<file path="src/rtl/fetch_unit.sv">
// Instruction fetch: one outstanding imem read feeding a {pc, word} prefetch FIFO; redirect flushes and restarts.
// Ack at edge N shows on inst_* after edge N; imem_req drops while the FIFO is full, core backpressures via inst_ready.

module fifo #(
  parameter int WIDTH = 8,
  parameter int DEPTH = 4
) (
  input  logic                   clk,
  input  logic                   rst_n,
  input  logic                   flush_i,
  input  logic                   push_i,
  input  logic [WIDTH-1:0]       push_dat_i,
  input  logic                   pop_i,
  output logic [WIDTH-1:0]       head_dat_o,
  output logic [$clog2(DEPTH):0] count_o
);
  localparam int PTR_W = $clog2(DEPTH);
  localparam logic [PTR_W-1:0] PTR_ONE = 1;
  localparam logic [PTR_W:0]   CNT_ONE = 1;

  logic [WIDTH-1:0] mem_q [DEPTH];
  logic [PTR_W-1:0] rd_ptr_q;
  logic [PTR_W-1:0] wr_ptr_q;
  logic [PTR_W:0]   count_q;

  // Flush wins over push/pop; storage is reset so the head reads zero out of reset.
  always_ff @(posedge clk or negedge rst_n) begin
    if (!rst_n) begin
      for (int i = 0; i < DEPTH; i++) mem_q[i] <= '0;
      rd_ptr_q <= '0;
      wr_ptr_q <= '0;
      count_q  <= '0;
    end else if (flush_i) begin
      rd_ptr_q <= '0;
      wr_ptr_q <= '0;
      count_q  <= '0;
    end else begin
      if (push_i) begin
        mem_q[wr_ptr_q] <= push_dat_i;
        wr_ptr_q        <= wr_ptr_q + PTR_ONE;
      end
      if (pop_i) rd_ptr_q <= rd_ptr_q + PTR_ONE;
      if (push_i && !pop_i) count_q <= count_q + CNT_ONE;
      else if (pop_i && !push_i) count_q <= count_q - CNT_ONE;
    end
  end

  assign head_dat_o = mem_q[rd_ptr_q];
  assign count_o    = count_q;
endmodule

module fetch_unit #(
  parameter int          DEPTH    = 4,
  parameter logic [31:0] RESET_PC = 32'h0000_0000
) (
  input  logic        clk,
  input  logic        rst_n,
  output logic        imem_req,
  output logic [31:0] imem_addr,
  input  logic        imem_ack,
  input  logic [31:0] imem_rdata,
  input  logic        redirect,
  input  logic [31:0] redirect_pc,
  output logic        inst_valid,
  output logic [31:0] inst,
  output logic [31:0] inst_pc,
  input  logic        inst_ready
);
  localparam int CNT_W = $clog2(DEPTH) + 1;
  localparam logic [CNT_W-1:0] FULL      = CNT_W'(DEPTH);
  localparam logic [CNT_W-1:0] LAST_FREE = CNT_W'(DEPTH - 1);

  typedef enum logic [1:0] {S_IDLE, S_WAIT, S_DISCARD} state_t;

  typedef struct packed {
    logic [31:0] pc;
    logic [31:0] word;
  } fetch_ent_t;

  state_t      state_q, state_d;
  logic [31:0] fetch_pc_q, fetch_pc_d;
  logic [31:0] addr_q, addr_d;
  logic [31:0] tgt_pc;
  logic [31:0] pc_inc;
  logic        push;
  logic        pop;
  fetch_ent_t  push_ent;
  fetch_ent_t  head_ent;
  logic [CNT_W-1:0] count;

  assign tgt_pc     = redirect_pc & 32'hFFFF_FFFC;
  assign pc_inc     = fetch_pc_q + 32'd4;
  assign inst_valid = (count != '0);
  assign pop        = inst_valid && inst_ready && !redirect;
  assign push_ent   = '{pc: addr_q, word: imem_rdata};

  // addr_q is the address on the bus; it only diverges from fetch_pc_q while a dropped request is in flight.
  always_comb begin
    state_d    = state_q;
    fetch_pc_d = fetch_pc_q;
    addr_d     = addr_q;
    push       = 1'b0;
    unique case (state_q)
      S_IDLE: begin
        if (redirect) begin
          fetch_pc_d = tgt_pc;
          addr_d     = tgt_pc;
          state_d    = S_WAIT;
        end else if (count < FULL) begin
          state_d = S_WAIT;
        end
      end
      S_WAIT: begin
        if (redirect) begin
          fetch_pc_d = tgt_pc;
          if (imem_ack) addr_d = tgt_pc;
          else          state_d = S_DISCARD;
        end else if (imem_ack) begin
          push       = 1'b1;
          fetch_pc_d = pc_inc;
          addr_d     = pc_inc;
          if (!pop && count == LAST_FREE) state_d = S_IDLE;
        end
      end
      S_DISCARD: begin
        if (redirect) fetch_pc_d = tgt_pc;
        if (imem_ack) begin
          state_d = S_WAIT;
          addr_d  = fetch_pc_d;
        end
      end
      default: state_d = S_IDLE;
    endcase
  end

  always_ff @(posedge clk or negedge rst_n) begin
    if (!rst_n) begin
      state_q    <= S_IDLE;
      fetch_pc_q <= RESET_PC;
      addr_q     <= RESET_PC;
    end else begin
      state_q    <= state_d;
      fetch_pc_q <= fetch_pc_d;
      addr_q     <= addr_d;
    end
  end

  fifo #(
    .WIDTH ($bits(fetch_ent_t)),
    .DEPTH (DEPTH)
  ) u_pf_fifo (
    .clk        (clk),
    .rst_n      (rst_n),
    .flush_i    (redirect),
    .push_i     (push),
    .push_dat_i (push_ent),
    .pop_i      (pop),
    .head_dat_o (head_ent),
    .count_o    (count)
  );

  assign imem_req  = (state_q != S_IDLE);
  assign imem_addr = addr_q;
  assign inst      = head_ent.word;
  assign inst_pc   = head_ent.pc;
endmodule

</file>
<file path="config.mk">
export PLATFORM = sky130hd
export DESIGN_NAME = fetch_unit
export DESIGN_NICKNAME = d
export VERILOG_FILES = /design/src/rtl/fetch_unit.sv
export SDC_FILE = /design/constraint.sdc
export NUM_CORES = 1
export LEC_CHECK = 0
export ABC_AREA = 1
export BUFFER_PORTS_ARGS = -buffer_cell sky130_fd_sc_hd__buf_2
export CORE_UTILIZATION = 40
export DETAILED_ROUTE_END_ITERATION = 8
export GPL_TIMING_DRIVEN = 0
export MAX_ROUTING_LAYER = met4
export SLEW_MARGIN = 30
export SYNTH_ARGS = -nofsm -noshare
export SYNTH_HDL_FRONTEND = slang
export SYNTH_SLANG_ARGS = --single-unit
</file>
<file path="constraint.sdc">
create_clock -name clk -period 2.41 [get_ports clk]
set_input_delay 0.241 -clock clk [delete_from_list [all_inputs] [get_ports clk]]
set_output_delay 0.241 -clock clk [all_outputs]
set_load 0.01 [all_outputs]
</file>
# [Word-level counts from Yosys, hierarchy flattened]
# Cells that the tools add are included.
# Widths: inputs -> output; s select.
[totals] ff_bits=329 out_inout_bits=98
[op_classes] n_eq_ne=10 n_reduce_logical=22 order_cmp=4 add_sub_neg=5 muxes=33 n_bitwise=3
[op_table] operator="$bwmux 256" count=1
[op_table] operator="$mux 32" count=7
[op_table] operator="$mux 64" count=3
[op_table] operator="$bmux 64 s2" count=1
[op_table] operator="$demux 64 s2" count=1
[op_table] operator="$pmux 32 s3" count=1
[op_table] operator="$pmux 32 s2" count=1
[op_table] operator="$add 32x3->32 const B" count=1
[op_table] operator="$mux 2" count=11
[op_table] operator="$ne 3x3->1 const B" count=4
[op_table] operator="$mux 3" count=3
[op_table] operator="$reduce_bool 3->1" count=3
[op_table] operator="$reduce_bool 2->1" count=4
[op_table] operator="$ge 3x3->1 const B" count=2
[op_table] operator="$logic_and 1x1->1" count=6
[op_table] operator="$ne 2x2->1 const B" count=3
[op_table] operator="$not 2->3" count=2
[op_table] operator="$pmux 2 s3" count=1
[op_table] operator="$reduce_and 5->1" count=1
[op_table] operator="$add 2x1->2 const B" count=2
[op_table] operator="$reduce_and 2->1" count=2
[op_table] operator="$reduce_and 4->1" count=1
[op_table] operator="$add 3x1->3 const B" count=1
[op_table] operator="$eq 3x2->1 const B" count=1
[op_table] operator="10 further kinds" count=14

# [Depth between registers and ports, before layout]
# Gate-level depths: netlist of run 1.
[depth] word_depth=9 mapped_depth=12

# [Cells and area by module]
# A second synthesis of run 1 with hierarchy kept.
[unflattened] cells_unflattened=2048 area_unflattened_um2=16764.8
[by_module_without_submodules] mod="fifo" instances=1 area_per_inst_um2=12035.3 cells_each=1309 seq_area_each_um2=6581.3
[by_module_without_submodules] mod="fetch_unit" instances=1 area_per_inst_um2=4729.5 cells_each=739 seq_area_each_um2=1651.6

# [Least setup slack after synthesis of run 1]
# OpenSTA, ideal clock, no wires.
[synth_path] path_kind="register -> register" from="reg state_q[1]" to="reg u_pf_fifo.count_q[2] (netlist: u_pf_fifo.count_o[2])" path_stages_with_launch=13 path_slack_ns=0.456 setup_ns=0.126 path_buffers=1 arrival_time_ns=1.827 synth_period_minus_slack_ns=1.954 cell_sequence="dfrtp_1 > inv_1 > ha_1 > buf_4 > inv_2 > nor2_4 > nand2_2 > nor2_2 > fa_1 > xor2_1 > xor2_1 > nand2_1 > o21ai_0"
[synth_via] elab_chain_len=5 word_cells_on_any_way=8 cone_classes="1 x eq/ne; 3 x mux; 4 x reduce/logical"
[synth_lines] item="from (decl)" line_no="80" source="state_t state_q, state_d;"
[synth_lines] item="from (signal assigned)" line_no="142" source="state_q <= state_d;"
[synth_lines] item="$eq 2x1->1 (*)" line_no="103" source="unique case (state_q)"
[synth_lines] item="$mux 1 (*)" line_no="103"
[synth_lines] item="$logic_and 1x1->1 or $logic_not 1->1 (tied branches)" line_no="43, 44"
[synth_lines] item="$mux 3 or $logic_and 1x1->1 (tied branches)" line_no="43, 44"
[synth_lines] item="$mux 3 or $reduce_bool 3->1 (tied branches)"
[synth_lines] item="to (signal assigned)" line_no="43" source="if (push_i && !pop_i) count_q <= count_q + CNT_ONE;"
[synth_lines] item="to (signal assigned)" line_no="44" source="else if (pop_i && !push_i) count_q <= count_q - CNT_ONE;"
[synth_lines] item="to (decl)" line_no="24" source="logic [PTR_W:0] count_q;"
# Every way passes the cells marked *; elsewhere a longest branch is shown, timed or not.
# A chain may end at the register's enable or synchronous reset.

# [Worst setup path in the final report of run 1]
[layout_path] from="reg u_pf_fifo.rd_ptr_q[0]" to="out inst[8]"
[layout_via] elab_chain_len=4
[layout_lines] item="from (decl)" line_no="22" source="logic [PTR_W-1:0] rd_ptr_q;"
[layout_lines] item="from (signal assigned)" line_no="42" source="if (pop_i) rd_ptr_q <= rd_ptr_q + PTR_ONE;"
[layout_lines] item="$not 2->3 (not written as such)" line_no="48" source="assign head_dat_o = mem_q[rd_ptr_q];"
[layout_lines] item="$bmux 64 s2" line_no="48"
[layout_lines] item="$mux 64 (not written as such) (2 in series)" line_no="48"
[layout_lines] item="to (decl)" line_no="65" source="output logic [31:0] inst,"
# No other way between the ends. The select of a mux whose other input is x is not followed.

==> flow_summary.json, run 1 <==
{
  "crit_path_buf_inv_count": 5,
  "gp_congestion": 0.955,
  "critical_path_class": "reg2out",
  "cts_root_cell": "clkbuf_16",
  "layout_common_cells": "nand2_1 (465), dfrtp_1 (328), o21ai_1 (257), nor2_1 (237)",
  "grt_pass1_vias": 15341,
  "die_area_mm2": 0.0410,
  "timing.critical_path.required_ns": 2.17,
  "min-delay-path-class": "in2reg",
  "numClockSinks": 329,
  "grt.overflow.total": 0,
  "cts_inserted_buffers": 38,
  "ir_worst_vdd_mv": 0.646,
  "drv_cap": 0,
  "synthesis.yosys.warnings": 0,
  "timing.critical_path.max_delay_family": "buffers and inverters",
  "max_freq_mhz": 422,
  "die_width_um": 202,
  "outcome": "finished clean",
  "tritoncts": "yes",
  "endpoint_kind": "output pin",
  "h-tree-depth": 2,
  "yosysSeqAreaShare_pct": 51.2,
  "nets": 2369,
  "fraction_of_layout_instances_using_a_drive_strength_above_1_pct": 16.0,
  "worstPathArrival_ns": 2.13,
  "top_level_ports": 167,
  "ys_seq_elements": 329,
  "timing.clock.skew_ns": 0.0155,
  "drt_wl_total_um": 54500,
  "worst_skew_pair.late_latency_ns": 0.56,
  "antenna_found_initial": 0,
  "fin_ws_ns": 0.0431,
  "detailedRoute.firstIterationViolations": 1397,
  "power-per-cell-area_mw_per_mm2": 1320,
  "hold_violations": 0,
  "clkSlewWorstSetupHoldPaths_ns": 0.06,
  "total_track_usage_pct": 27.8,
  "area.growth.synth_to_final_pct": 22.8,
  "syn_inst": 2047,
  "diodes": 0,
  "cpPeakStageDelay_ns": 0.43,
  "cp_cell_sequence": "buf_12 > inv_4 > bufbuf_16 > buf_4 > nor2_1 > o22ai_1 > buf_2",
  "setup_tns_final_ns": 0,
  "finalSetupViolations": 0,
  "layout_commonest_cell": "nand2_1",
  "post_drt_via_cell_ratio": 5.38,
  "report.final.slew_viol_count": 0,
  "slew-limit-headroom_pct": 45.4,
  "design_area_mm2": 0.0197,
  "dp_slack_ns": -0.0430,
  "cell_area_placed_mm2": 0.0177,
  "post-route-min-period_ns": 2.37,
  "cellLeakagePower_uw": 0.00960,
  "synthDistinctLibCells": 39,
  "synth.cell_area_mm2": 0.0161,
  "peak_fanout_along_the_critical_path": 10,
  "core_mm2": 0.0396,
  "detail_route_antenna_nets": 0,
  "synth_ff_type": "dfrtp_1",
  "drt_pre_antenna_iters": 6,
  "grt_start_max_net_pins": 80,
  "crit_path_launch_type": "flop",
  "critPathSlowestCell": "dfrtp_2",
  "start_util_pct": 40.6,
  "fin_crit_sh_pct": 98.2,
  "synth_fp_nets": 2126,
  "dieHeight_um": 202,
  "detail_route.drc_violations": 0,
  "first_pass_grt_wire_length_um": 85700,
  "route.vias.total": 15291,
  "rows": 73,
  "dpl.cell_count": 2740,
  "synth_enable_flop_cells": 0,
  "cts.path.max_buffers": 3,
  "postSynth.asyncResetShare_pct": 100,
  "unrepaired_setup_endpoints_after_global_routing": "yes",
  "number_of_cells_in_the_finished_layout_apart_from_fillers": 2844,
  "max_slew.worst_pin.slew_ns": 0.818,
  "synthesis.area_per_instance_um2": 7.85,
  "avgRoutedWirePerCell_um": 19.2,
  "detailed_place_hpwl_um": 37000,
  "port_buffers": 164
}
==> layer usage <==
layer | track usage [%] | routed length [µm] | vias to the layer above
met4 | 11.5 | 2060 | 0
met1 | 35.7 | 22900 | 7312
met5 | - | 0 | -
met3 | 4.43 | 3780 | 127
li1 | - | - | 7236
met2 | 43.6 | 25800 | 616
==> worst paths after layout <==
check | from | to | slack, ns | depth (start not counted)
min in group asynchronous | rst_n | u_pf_fifo.mem_q[157] | 0.16 | 2
max | u_pf_fifo.rd_ptr_q[0] | inst[8] | 0.04 | 7
min reg2reg | u_pf_fifo.mem_q[173] | u_pf_fifo.mem_q[173] | 0.48 | 2
min | imem_rdata[25] | u_pf_fifo.mem_q[153] | 0.03 | 3
max reg2reg | state_q[0] | fetch_pc_q[26] | 0.12 | 7
max in group asynchronous | rst_n | u_pf_fifo.mem_q[187] | 0.79 | 5
==> worst register-to-register path: cells and delay by family, from the launching register on <==
family / cells / cell delay, ns
fa+ha+maj: 1 / 0.26
compound gates: 1 / 0.16
buf+inv: 3 / 1.03
flops: 1 / 0.40
simple gates: 2 / 0.34
==> state kept, by name, summed over array words and instances (netlist names) <==
name                cells
fetch_pc_q             32
state_q                 2
imem_addr              32
u_pf_fifo.count_o       3
u_pf_fifo.mem_q       256
u_pf_fifo.rd_ptr_q      2
u_pf_fifo.wr_ptr_q      2
==> stage by stage <==
step	util (%)	power [µW]	hold slack, ns
finish	49.8	26100	0.0252
global route	49.8	27800	0.0501
CTS	49.6	26000	0.00613
detailed placement	44.6	19000	0.152
global placement	44.3	18800	0.461
floorplan	-	14900	-0.0546
==> final cells by class <==
| cell class | instances | area, µm² |
|---|---|---|
| Clock inverter | 17 | 334 |
| Tap cell | 525 | 657 |
| Multi-Input combinational cell | 1426 | 6670 |
| Timing Repair Buffer | 203 | 1320 |
| Fill cell | 3955 | 19900 |
| Inverter | 157 | 593 |
| Clock buffer | 52 | 1080 |
| Sequential cell | 329 | 8230 |
| Buffer | 135 | 858 |
==> logic make-up (layout without fill, tap and decap cells) <==
group / count (synthesis) / in the layout / synth area share, %
buffers and inverters: 292 / 564 / 7.85
adders and majority gates: 10 / 10 / 0.825
xor gates and xnor gates: 4 / 4 / 0.218
AOI/OAI and AO/OA: 633 / 633 / 20.7
and+or+nand+nor: 779 / 779 / 19.2
DFF: 329 / 329 / 51.2
==> cell usage after synthesis (2+ instances only) <==
cell / count / area share (%)
nand4_1: 3 / 0.12
o21ai_0: 212 / 6.6
inv_1: 151 / 3.5
o21a_1: 2 / 0.093
inv_2: 5 / 0.12
nor2_1: 237 / 5.5
a21boi_0: 2 / 0.093
o21ai_1: 255 / 7.9
nand2_1: 465 / 11
clkbuf_1: 60 / 1.4
o22ai_1: 75 / 2.9
nand3_1: 56 / 1.7
nor2_2: 6 / 0.23
xor2_1: 3 / 0.16
nor2_4: 4 / 0.28
a22oi_1: 10 / 0.47
ha_1: 9 / 0.70
dfrtp_1: 329 / 51
a21o_1: 3 / 0.14
nand2_2: 3 / 0.12
buf_6: 9 / 0.63
buf_2: 57 / 1.8
a21oi_1: 65 / 2.0
o211ai_1: 5 / 0.23
buf_4: 7 / 0.33
==> timing repair <==
item,4_1_cts,5_1_grt
endpoints found under the hold margin,282,0
hold buffers,33,0
setup buffers,1,0
gates cloned,1,0
setup endpoints to repair,64,70
gates resized for setup,67,34
pin swaps,7,3
==> report_power, final <==
group	total (µW)	switching [µW]	internal [µW]	leakage (µW)
combinational	10900	7150	3770	0.00458
sequential	8590	1240	7350	0.00434
clock	6560	2420	4140	0.000689
No activity file was read; power rests on OpenSTA's default activity.
==> run 2, diff against run 1 <==
Settings changed: CORE_MARGIN set to 4.
==> flow_summary.json, run 2 (same netlist as run 1, synthesis figures left out) <==
{
  "final_util_pct": 49.2,
  "groute.layer.met2.usage_pct": 41.0,
  "post-route-min-period_ns": 2.34,
  "detail_route.drc_violations": 0,
  "die_width_um": 208,
  "grt_met3_use_pct": 3.89,
  "cellLeakagePower_uw": 0.00950,
  "cts_inserted_buffers": 39,
  "clock_power_share_pct": 23.0,
  "hp-start": "imem_rdata[3]",
  "power.share.switching_pct": 42.8,
  "grt_start_max_net_pins": 84,
  "groute.layer.met1.usage_pct": 34.1,
  "report.final.slew_viol_count": 0,
  "hold_slack_ns": 0.0273,
  "port_buffers": 164,
  "nets": 2371,
  "layout_common_cells": "nand2_1 (465), dfrtp_1 (327), o21ai_1 (255), nor2_1 (237), buf_2 (216)",
  "timing.critical_path.required_ns": 2.17,
  "power-per-cell-area_mw_per_mm2": 1300,
  "min-delay-path-class": "in2reg",
  "hold_violations": 0,
  "critical_path_class": "reg2out",
  "r2r_setup_slack_ns": 0.12,
  "fin_ws_ns": 0.0739,
  "cell_area_placed_mm2": 0.0177,
  "core_mm2": 0.0397,
  "cts_root_cell": "clkbuf_16",
  "fin_crit_sh_pct": 96.9,
  "max_ffs_per_register": 256,
  "dp_slack_ns": -0.0251,
  "drt_pre_antenna_iters": 6,
  "antenna_found_initial": 1,
  "avgRoutedWirePerCell_um": 19.5,
  "crit_path_launch_type": "flop",
  "p_total_uw": 25300,
  "detailed_place_hpwl_um": 37700,
  "power_frac_seq_pct": 33.9,
  "grt_busiest_layer": "met2",
  "timing.clock.skew_ns": 0.0153,
  "layout_commonest_cell": "nand2_1",
  "dieHeight_um": 208,
  "peak_fanout_along_the_critical_path": 10,
  "grt_pass1_vias": 15268,
  "route.vias.total": 15292,
  "rows": 73,
  "drt_wl_total_um": 55400,
  "worst_skew_pair.late_latency_ns": 0.56,
  "worstPathArrival_ns": 2.10,
  "whs_path_depth": 3,
  "drv_cap": 0,
  "outcome": "finished clean",
  "ir_worst_vdd_mv": 0.686,
  "cellInternalPower_uw": 14500,
  "cts.path.max_buffers": 3,
  "endpoint_kind": "output pin",
  "start_util_pct": 40.5,
  "largest_register": "u_pf_fifo.mem_q",
  "worst-r2r-cell-count": 11,
  "r2r-end": "u_pf_fifo.count_o[2]",
  "detailedRoute.firstIterationViolations": 1577,
  "post_drt_via_cell_ratio": 5.37,
  "max_slew.worst_pin.slew_ns": 0.796,
  "clkSlewWorstSetupHoldPaths_ns": 0.06,
  "tritoncts": "yes",
  "power_switching_uw": 10800,
  "area.growth.synth_to_final_pct": 21.5,
  "first_pass_grt_wire_length_um": 86500,
  "design_area_mm2": 0.0195,
  "h-tree-depth": 2,
  "gp_congestion": 0.944,
  "whs_endpoint": "u_pf_fifo.mem_q[3]",
  "grt.overflow.total": 0,
  "total_track_usage_pct": 25.6,
  "die_area_mm2": 0.0435,
  "fraction_of_layout_instances_using_a_drive_strength_above_1_pct": 15.9,
  "finalSetupViolations": 0,
  "max_freq_mhz": 428,
  "slew-limit-headroom_pct": 46.9,
  "numClockSinks": 329,
  "detail_route_antenna_nets": 0,
  "comb_power_share_pct": 43.1,
  "regToRegStartpoint": "state_q[0]",
  "top_level_ports": 167
}
[run 2: cell count changes in the layout (fill, tap and decap cells not counted), sizes merged]
cell	change
clkinvlp	+1
buf	+6
bufinv	-8
clkbuf	+3
bufbuf	-1
diode	+1
[run 2: final cells by class]
type                            count  area, µm²
Multi-Input combinational cell   1426       6640
Clock inverter                     10        101
Antenna cell                        1       2.50
Clock buffer                       59       1150
Tap cell                          525        657
Buffer                            134        828
Inverter                          157        593
Fill cell                        3934      20200
Timing Repair Buffer              205       1320
Sequential cell                   329       8240
[run 2: power groups by stage]
stage / registers [µW] / logic [µW] / clock network (µW)
floorplan: 8350 / 6570 / 0
global placement: 8580 / 10300 / 0
detailed placement: 8610 / 10500 / 0
CTS: 8540 / 10800 / 5940
global route: 8760 / 12100 / 6160
finish: 8570 / 10900 / 5820
[run 2: critical path, cell delays in order (launching register included)]
cell	delay, ns
dfrtp_2	0.43
buf_8	0.15
inv_4	0.10
buf_8	0.15
clkbuf_4	0.21
o21ai_0	0.09
o22ai_1	0.21
buf_2	0.19
[run 2: how the worst max path moves through the flow]
stage | slack [ns] | cells after the start | start | end
after floorplan | 0.46 | 12 | state_q[1] | u_pf_fifo.count_o[2]
after CTS | 0.02 | 5 | u_pf_fifo.rd_ptr_q[1] | inst_pc[23]
after global routing | -0.005 | 5 | u_pf_fifo.rd_ptr_q[1] | inst[26]
after global placement | -5.39 | 1 | rst_n | u_pf_fifo.mem_q[250]
after detailed placement | -0.03 | 7 | u_pf_fifo.rd_ptr_q[0] | inst_pc[14]
final | 0.07 | 7 | u_pf_fifo.rd_ptr_q[0] | inst[22]
[run 2: what timing repair did]
action,CTS,global route
endpoints found under the hold margin,180,0
gates resized for setup,69,19
pin swaps,4,2
hold buffers,33,0
cloned,1,0
setup buffers,3,0
setup endpoints to repair,64,49
[run 2: layer usage]
layer / vias up / routed length [µm]
li1: 7241 / -
met2: 601 / 26200
met3: 116 / 3850
met1: 7334 / 23700
met4: 0 / 1620
met5: - / 0
[run 2: per-stage QoR]
stage	TNS [ns]	instances
4_1_cts	0	2846
5_1_grt	-0.00489	2846
6_report	0	2846
3_5_place_dp	-0.0251	2740
2_1_floorplan	0	2047
3_3_place_gp	-1761.37	2736
==> run 3, diff against run 2 <==
Settings changed: GPL_TIMING_DRIVEN 0 to unset.
Clock period 2.41 ns to 3 ns, I/O delays scaled along.
==> flow_summary.json, run 3 (same netlist as run 1, synthesis figures left out) <==
{
  "detailed_place_hpwl_um": 29700,
  "drt_pre_antenna_iters": 5,
  "start_util_pct": 40.5,
  "cts_inserted_buffers": 38,
  "post_drt_via_cell_ratio": 5.32,
  "fin_crit_sh_pct": 93.7,
  "crit_path_launch_type": "flop",
  "total_track_usage_pct": 21.7,
  "layout_common_cells": "nand2_1 (461), dfrtp_1 (327), o21ai_1 (255), nor2_1 (237), o21ai_0 (212)",
  "min-delay-path-class": "in2reg",
  "detailedRoute.firstIterationViolations": 1271,
  "top_level_ports": 167,
  "drt_wl_total_um": 46600,
  "cts.path.max_buffers": 3,
  "diodes": 0,
  "slew-limit-headroom_pct": 48.4,
  "post-cts-setup-buffer-count": 0,
  "grt_pass1_vias": 14018,
  "postCtsResizedCells": 0,
  "first_pass_grt_wire_length_um": 75100,
  "dieHeight_um": 208,
  "finalSetupViolations": 0,
  "numClockSinks": 329,
  "area.growth.synth_to_final_pct": 15.9,
  "tritoncts": "yes",
  "timing.clock.skew_ns": 0.0162,
  "largest_register": "u_pf_fifo.mem_q",
  "fin_ws_ns": 0.190,
  "worst_skew_pair.late_latency_ns": 0.55,
  "timing.critical_path.required_ns": 2.70,
  "power-per-cell-area_mw_per_mm2": 1040,
  "max_freq_mhz": 356,
  "grt.overflow.total": 0,
  "route.vias.total": 14392,
  "die_width_um": 208,
  "r2r_setup_slack_ns": 0.68,
  "h-tree-depth": 2,
  "port_buffers": 164,
  "max_slew.worst_pin.slew_ns": 0.774,
  "report.final.slew_viol_count": 0,
  "grt_start_max_net_pins": 130,
  "outcome": "finished clean",
  "endpoint_kind": "output pin",
  "peak_fanout_along_the_critical_path": 45,
  "layout_commonest_cell": "nand2_1",
  "rows": 73,
  "dp_slack_ns": 0.701,
  "fraction_of_layout_instances_using_a_drive_strength_above_1_pct": 13.1,
  "cellLeakagePower_uw": 0.00910,
  "unrepaired_setup_endpoints_after_global_routing": "no",
  "nets": 2234,
  "hold_violations": 0,
  "antenna_found_initial": 0,
  "post-route-min-period_ns": 2.81,
  "clkSlewWorstSetupHoldPaths_ns": 0.06,
  "avgRoutedWirePerCell_um": 17.2,
  "critical_path_class": "reg2out",
  "gp_congestion": 0.870,
  "detail_route_antenna_nets": 0,
  "drv_cap": 0,
  "setup_tns_final_ns": 0,
  "core_mm2": 0.0397,
  "max_ffs_per_register": 256,
  "ir_worst_vdd_mv": 0.533,
  "detail_route.drc_violations": 0,
  "die_area_mm2": 0.0435,
  "cts_root_cell": "clkbuf_16",
  "worstPathArrival_ns": 2.51
}
-- run 3: cell types whose count changed in the layout (fill, tap and decap cells not counted), moves of 10 or more --
cell           delta
buf_2            -53
buf_6            -10
dlygate4sd3_1    -32
buf_12           +16
clkbuf_2         -19
clkbuf_1         -28
-- run 3: final timing paths --
| check | start | endpoint | cells after the start |
|---|---|---|---|
| max | u_pf_fifo.rd_ptr_q[0] | inst_pc[6] | 5 |
| min | redirect_pc[2] | imem_addr[2] | 3 |
| max reg2reg | state_q[0] | imem_addr[11] | 10 |
| min reg2reg | u_pf_fifo.mem_q[174] | u_pf_fifo.mem_q[174] | 2 |
| max in group asynchronous | rst_n | u_pf_fifo.mem_q[169] | 3 |
| min in group asynchronous | rst_n | u_pf_fifo.mem_q[93] | 2 |
-- run 3: layout make-up --
cell class	count	area, µm²
clock inverter	9	119
clock buffer	55	1090
timing repair buffer	203	1330
multi-input combinational	1426	6610
inverter	157	591
tap	525	657
sequential	329	8240
fill	3959	21100
-- run 3: metrics by stage --
step	hold WS (ns)	utilization, %	area, µm²	total power [µW]	std cells
after floorplan	0.00441	-	16100	12000	2047
after global placement	0.367	43.8	17400	14700	2639
after detailed placement	0.366	43.8	17400	14900	2639
after CTS	0.0103	46.9	18600	19600	2704
after global routing	0.0488	46.9	18600	20900	2704
final	0.0377	46.9	18600	19400	2704
-- run 3: power breakdown --
| part | total [µW] | switching (µW) | leakage (µW) | internal, µW |
|---|---|---|---|---|
| Combinational | 7960 | 5190 | 0.00418 | 2770 |
| Sequential | 6890 | 984 | 0.00433 | 5910 |
| Clock | 4570 | 1870 | 0.000589 | 2710 |
-- run 3: worst max-delay path: stages (launching register included) --
cell	delay, ns
dfrtp_4	0.43
clkinv_2	0.59
buf_12	0.43
o21ai_0	0.21
o22ai_1	0.13
buf_2	0.16
-- run 3: routing by layer --
layer	GRT usage, %	vias up	part of all wire (%)
li1	-	6948	-
met1	29.0	6920	45
met2	34.5	437	47
met3	3.03	87	5.5
met4	6.66	0	2.3
met5	-	-	0
-- run 3: timing repair --
action	CTS	global route
setup endpoints to repair	0	0
endpoints found under the hold margin	79	0
hold buffers	1	0
